[src/rtl/life_rand_fill.sv]
// Random board-fill generator: a Fibonacci LFSR produces one cell per cycle at a
// programmable live density; finished rows are offered over valid/ready.
module life_rand_fill #(
  parameter int                LFSR_W = 16,
  parameter logic [LFSR_W-1:0] TAPS   = 16'hB400,
  parameter logic [LFSR_W-1:0] SEED   = 16'h0339,
  parameter int                ROW_W  = 32,
  parameter int                ROWS   = 32,
  localparam int               IDX_W  = (ROWS > 1) ? $clog2(ROWS) : 1
) (
  input  logic              clk,
  input  logic              rst,
  input  logic              start,
  input  logic              abort,
  input  logic              seed_load,
  input  logic [LFSR_W-1:0] seed_in,
  input  logic [4:0]        density,
  output logic              busy,
  output logic              row_valid,
  input  logic              row_ready,
  output logic [ROW_W-1:0]  row_data,
  output logic [IDX_W-1:0]  row_idx,
  output logic              done
);

  localparam int CNT_W = (ROW_W > 1) ? $clog2(ROW_W) : 1;

  typedef enum logic [1:0] {
    S_IDLE,
    S_FILL,
    S_OFFER,
    S_DONE
  } state_t;

  state_t             state, state_nxt;
  logic [LFSR_W-1:0]  lfsr;
  logic [4:0]         density_q;
  logic [CNT_W-1:0]   cell_cnt;
  logic               fb;
  logic               cell_bit;
  logic               last_cell;
  logic               last_row;

  assign fb        = ^(lfsr & TAPS);
  assign cell_bit  = ({1'b0, lfsr[3:0]} < density_q);
  assign last_cell = (cell_cnt == CNT_W'(ROW_W - 1));
  assign last_row  = (row_idx == IDX_W'(ROWS - 1));

  always_ff @(posedge clk or negedge rst) begin
    if (!rst) state <= S_IDLE;
    else      state <= state_nxt;
  end

  always_comb begin
    state_nxt = state;
    busy      = 1'b0;
    row_valid = 1'b0;
    done      = 1'b0;
    case (state)
      S_IDLE: begin
        // seed_load takes priority: a concurrent start is dropped.
        if (start && !seed_load) state_nxt = S_FILL;
      end
      S_FILL: begin
        busy = 1'b1;
        if (abort)          state_nxt = S_IDLE;
        else if (last_cell) state_nxt = S_OFFER;
      end
      S_OFFER: begin
        busy      = 1'b1;
        row_valid = 1'b1;
        if (abort)          state_nxt = S_IDLE;
        else if (row_ready) state_nxt = last_row ? S_DONE : S_FILL;
      end
      S_DONE: begin
        done      = 1'b1;
        state_nxt = S_IDLE;
      end
      default: state_nxt = S_IDLE;
    endcase
  end

  always_ff @(posedge clk or negedge rst) begin
    if (!rst) begin
      lfsr      <= SEED;
      density_q <= '0;
      cell_cnt  <= '0;
      row_data  <= '0;
      row_idx   <= '0;
    end else begin
      case (state)
        S_IDLE: begin
          if (seed_load) begin
            lfsr <= (seed_in == '0) ? SEED : seed_in;
          end else if (start) begin
            density_q <= density;
            cell_cnt  <= '0;
            row_idx   <= '0;
          end
        end
        S_FILL: begin
          if (!abort) begin
            row_data[cell_cnt] <= cell_bit;
            lfsr               <= {lfsr[LFSR_W-2:0], fb};
            cell_cnt           <= cell_cnt + 1'b1;
          end
        end
        S_OFFER: begin
          if (!abort && row_ready && !last_row) begin
            row_idx  <= row_idx + 1'b1;
            cell_cnt <= '0;
          end
        end
        default: ;
      endcase
    end
  end

endmodule
[config.mk]
export PLATFORM = sky130hd
export DESIGN_NAME = life_rand_fill
export DESIGN_NICKNAME = d
export VERILOG_FILES = /design/src/rtl/life_rand_fill.sv
export SDC_FILE = /design/constraint.sdc
export NUM_CORES = 1
export LEC_CHECK = 0
export BUFFER_PORTS_ARGS = -buffer_cell sky130_fd_sc_hd__buf_4
export CAP_MARGIN = 5
export CORE_MARGIN = 4
export CORE_UTILIZATION = 55
export CTS_CLUSTER_SIZE = 24
export DETAILED_ROUTE_END_ITERATION = 12
export PLACE_DENSITY = 0.79
export SLEW_MARGIN = 20
export SYNTH_ARGS = -nofsm -noshare
export SYNTH_HDL_FRONTEND = slang
export SYNTH_SLANG_ARGS = --single-unit
[constraint.sdc]
create_clock -name clk -period 2.55 [get_ports clk]
set_input_delay 0.51 -clock clk [delete_from_list [all_inputs] [get_ports clk]]
set_output_delay 0.51 -clock clk [all_outputs]
set_load 0.01 [all_outputs]
==> flow_metrics.py <==
metrics = {
    "cells_and_area": {
        "seqCellArea_um2": 1630,
        "multiInputGateArea_um2": 1620,
        "final_common_cell": "buf_4",
        "drive_above_1_share_pct": 23.5,
        "final_cell_mix": "buf_4, a21oi_1, dfrtp_1",
        "synthToLayoutAreaGrowth_pct": 21.5,
        "num_antenna_cells": 0,
        "final_nets": 467,
        "final_area_um2": 4140,
        "fillers": 465,
    },
    "placed_design": {
        "place_area_um2": 3940,
        "port_buffers": 66,
        "dp_slack_ns": 0.265,
        "dpl.hpwl_um": 5570,
        "gp_congestion": 0.864,
    },
    "run_status": {
        "outcome": "complete, no violations",
    },
    "setup_path": {
        "r2r_end": "row_idx[3]",
        "critical_path.slowest_cell": "dfrtp_1",
        "crit_path_frequent_cell": "ha_1",
        "critPathLaunchType": "flip-flop",
        "worstPathArrival_ns": 2.55,
        "critPathMaxFanout": 10,
        "reg2reg_from": "row_idx[0]",
        "cp_cell_sequence": "ha_1 -> and3_1 -> ha_1 -> or3b_4 -> a22o_4 -> or3_1 -> a21oi_1",
        "cp.required_ns": 2.81,
        "r2r_slack_ns": 0.26,
        "crit_start": "row_idx[0]",
        "r2r.worst_path.cells": 7,
        "critPathCapture": "row_idx[3]",
        "critPathKind": "reg2reg",
        "crit_path_max_incr_delay_ns": 0.43,
        "cp-end-kind": "flip-flop",
    },
    "detailed_routing": {
        "dr_wl_met2_um": 3820,
        "top_layer": "met4",
        "via_per_inst": 5.72,
        "remaining_drc_errors": 0,
        "drt-initial-drc-count": 189,
        "routedWlPerCell_um": 15.8,
        "via_count": 2890,
        "routed_wl_um": 8000,
        "drt_pass1_iterations": 4,
        "drt-met1-wl_um": 3450,
        "ant_nets": 0,
        "wl_met3_um": 596,
    },
    "clock_network": {
        "cts_buffers": 9,
        "post_cts_buffers": 0,
        "cts_resized": 0,
        "cts_sinks": 65,
        "clockRootBuffer": "clkbuf_8",
        "cts.htree.levels": 3,
        "clkTransAtPathRegs_ns": 0.06,
        "ctsHoldBuffers": 0,
        "clockBufferDepth": 2,
        "cts_tree": "yes",
        "clk_latency_ns": 0.35,
    },
    "timing": {
        "finalHoldViolCount": 0,
        "fin_ws_ns": 0.259,
        "fmax_mhz": 437,
        "period_share_pct": 89.8,
        "slew_headroom_pct": 33.1,
        "slew_viol_final": 0,
        "finClkSkew_ns": 0.00921,
        "tightest_slew_ns": 1.00,
        "period_needed_ns": 2.29,
        "finalSetupViolations": 0,
        "fin_tns_setup_ns": 0,
        "rsz0062_at_grt": "false",
    },
    "grt": {
        "globalRouteTotalUtil_pct": 22.2,
        "grt_pass1_vias": 2746,
        "grt.overflow.total": 0,
        "grt_pass1_wl_um": 13000,
        "antenna_found_initial": 0,
        "grt_max_degree": 66,
    },
    "floorplanning": {
        "dieArea_um2": 7530,
        "die_h_um": 86.8,
        "start_util_pct": 57.3,
        "rows": 28,
        "die_x_um": 86.8,
        "ios": 67,
        "core-area_um2": 5960,
    },
    "synth": {
        "yosysSeqAreaShare_pct": 47.9,
        "synth.yosys.warnings": 0,
        "synth_edf_count": 0,
        "ys.flop_type": "dfrtp_1",
        "async_flop_share_pct": 100,
        "avgSynthCellArea_um2": 9.25,
        "synthDistinctLibCells": 42,
        "synthesis.nets": 411,
        "synthCells": 369,
        "synth_seq_cells": 65,
        "synth_area_um2": 3410,
    },
    "worst_hold_path": {
        "hold_path.class": "in2async",
    },
    "flow_run": {
        "drv_cap": 0,
    },
    "power": {
        "powerDensity_nw_per_um2": 1090,
        "vdd_ir_drop_max_v": 0.000627,
        "power.leakage_nw": 1.94,
    },
}
-- registers in the layout (all words and copies together) (netlist names) --
signal     cells
state          2
cell_cnt       5
density_q      5
row_idx        5
lfsr          16
row_data      32
-- cell type report --
| cell class | instances | area share (%) |
|---|---|---|
| clock buffers | 12 | 3.74 |
| inverters | 17 | 1.54 |
| well taps | 75 | 2.26 |
| repair buffers | 70 | 12.7 |
| multi-input cells | 262 | 39.1 |
| flip-flops and latches | 65 | 39.4 |
| clock inverters | 4 | 1.24 |
-- report_power, final --
| part | total [W] | internal (W) | switching (W) |
|---|---|---|---|
| registers | 0.00165 | 0.00141 | 0.000240 |
| clock network | 0.000898 | 0.000505 | 0.000393 |
| logic | 0.00197 | 0.000798 | 0.00117 |
| total | 0.00451 | 0.00271 | 0.00181 |
-- cell families after synthesis --
| group | share of synthesized area (%) |
|---|---|
| multiplexers | 6.09 |
| XOR/XNOR | 0.770 |
| adder cells (fa/ha/maj) | 5.50 |
| AO/OA/AOI/OAI | 16.6 |
| flip-flops | 47.9 |
| buffers and inverters | 4.91 |
| AND/OR/NAND/NOR | 18.2 |
-- per-stage QoR --
step	power [W]	utilization (%)	hold WS, ns	std cells
floorplan	0.00297	-	0.214	369
global placement	0.00356	66.1	0.458	489
detailed placement	0.00363	66.1	0.467	489
CTS	0.00454	69.6	0.285	505
global route	0.00485	69.6	0.316	505
finish	0.00451	69.6	0.244	505
-- per-layer routing --
layer | up-vias | global-route usage, %
li1 | 1419 | -
met1 | 1358 | 28.6
met2 | 100 | 35.7
met3 | 13 | 5.70
met4 | 0 | 8.78
met5 | - | 0
-- how the worst min path moves through the flow --
stage / to / slack [ns]
6_report: row_idx[3] / 0.24
3_3_place_gp: lfsr[7] / 0.46
5_1_grt: density_q[1] / 0.32
2_1_floorplan: cell_cnt[0] / 0.21
3_5_place_dp: lfsr[7] / 0.47
4_1_cts: density_q[2] / 0.28
-- worst max-delay path: cells and delay by family (launching register included) --
| family | cells | cell delay, ns |
|---|---|---|
| AO/OA/AOI/OAI | 2 | 0.46 |
| flip-flops | 1 | 0.43 |
| AND/OR/NAND/NOR | 3 | 0.91 |
| adder cells (fa/ha/maj) | 2 | 0.43 |
-- synth_stat cells, types with 2 or more instances --
library cell	count	area share [%]
a21oi_1	67	9.8
and2_1	4	0.73
and3_1	4	0.73
buf_1	2	0.22
buf_2	2	0.29
clkbuf_1	20	2.2
dfrtp_1	59	43
dfstp_2	6	4.6
ha_1	15	5.5
inv_1	16	1.8
mux2_2	6	2.0
mux2i_1	14	4.1
nand2_1	26	2.9
nand2b_1	8	1.5
nand3_1	10	1.5
nand3b_1	5	1.1
nor2_1	9	0.99
nor3_1	40	5.9
nor4_1	4	0.73
o21ai_0	23	3.4
o31ai_1	5	1.1
or3_1	3	0.55
xor2_1	2	0.51
Power figures use the tool's default switching activity.
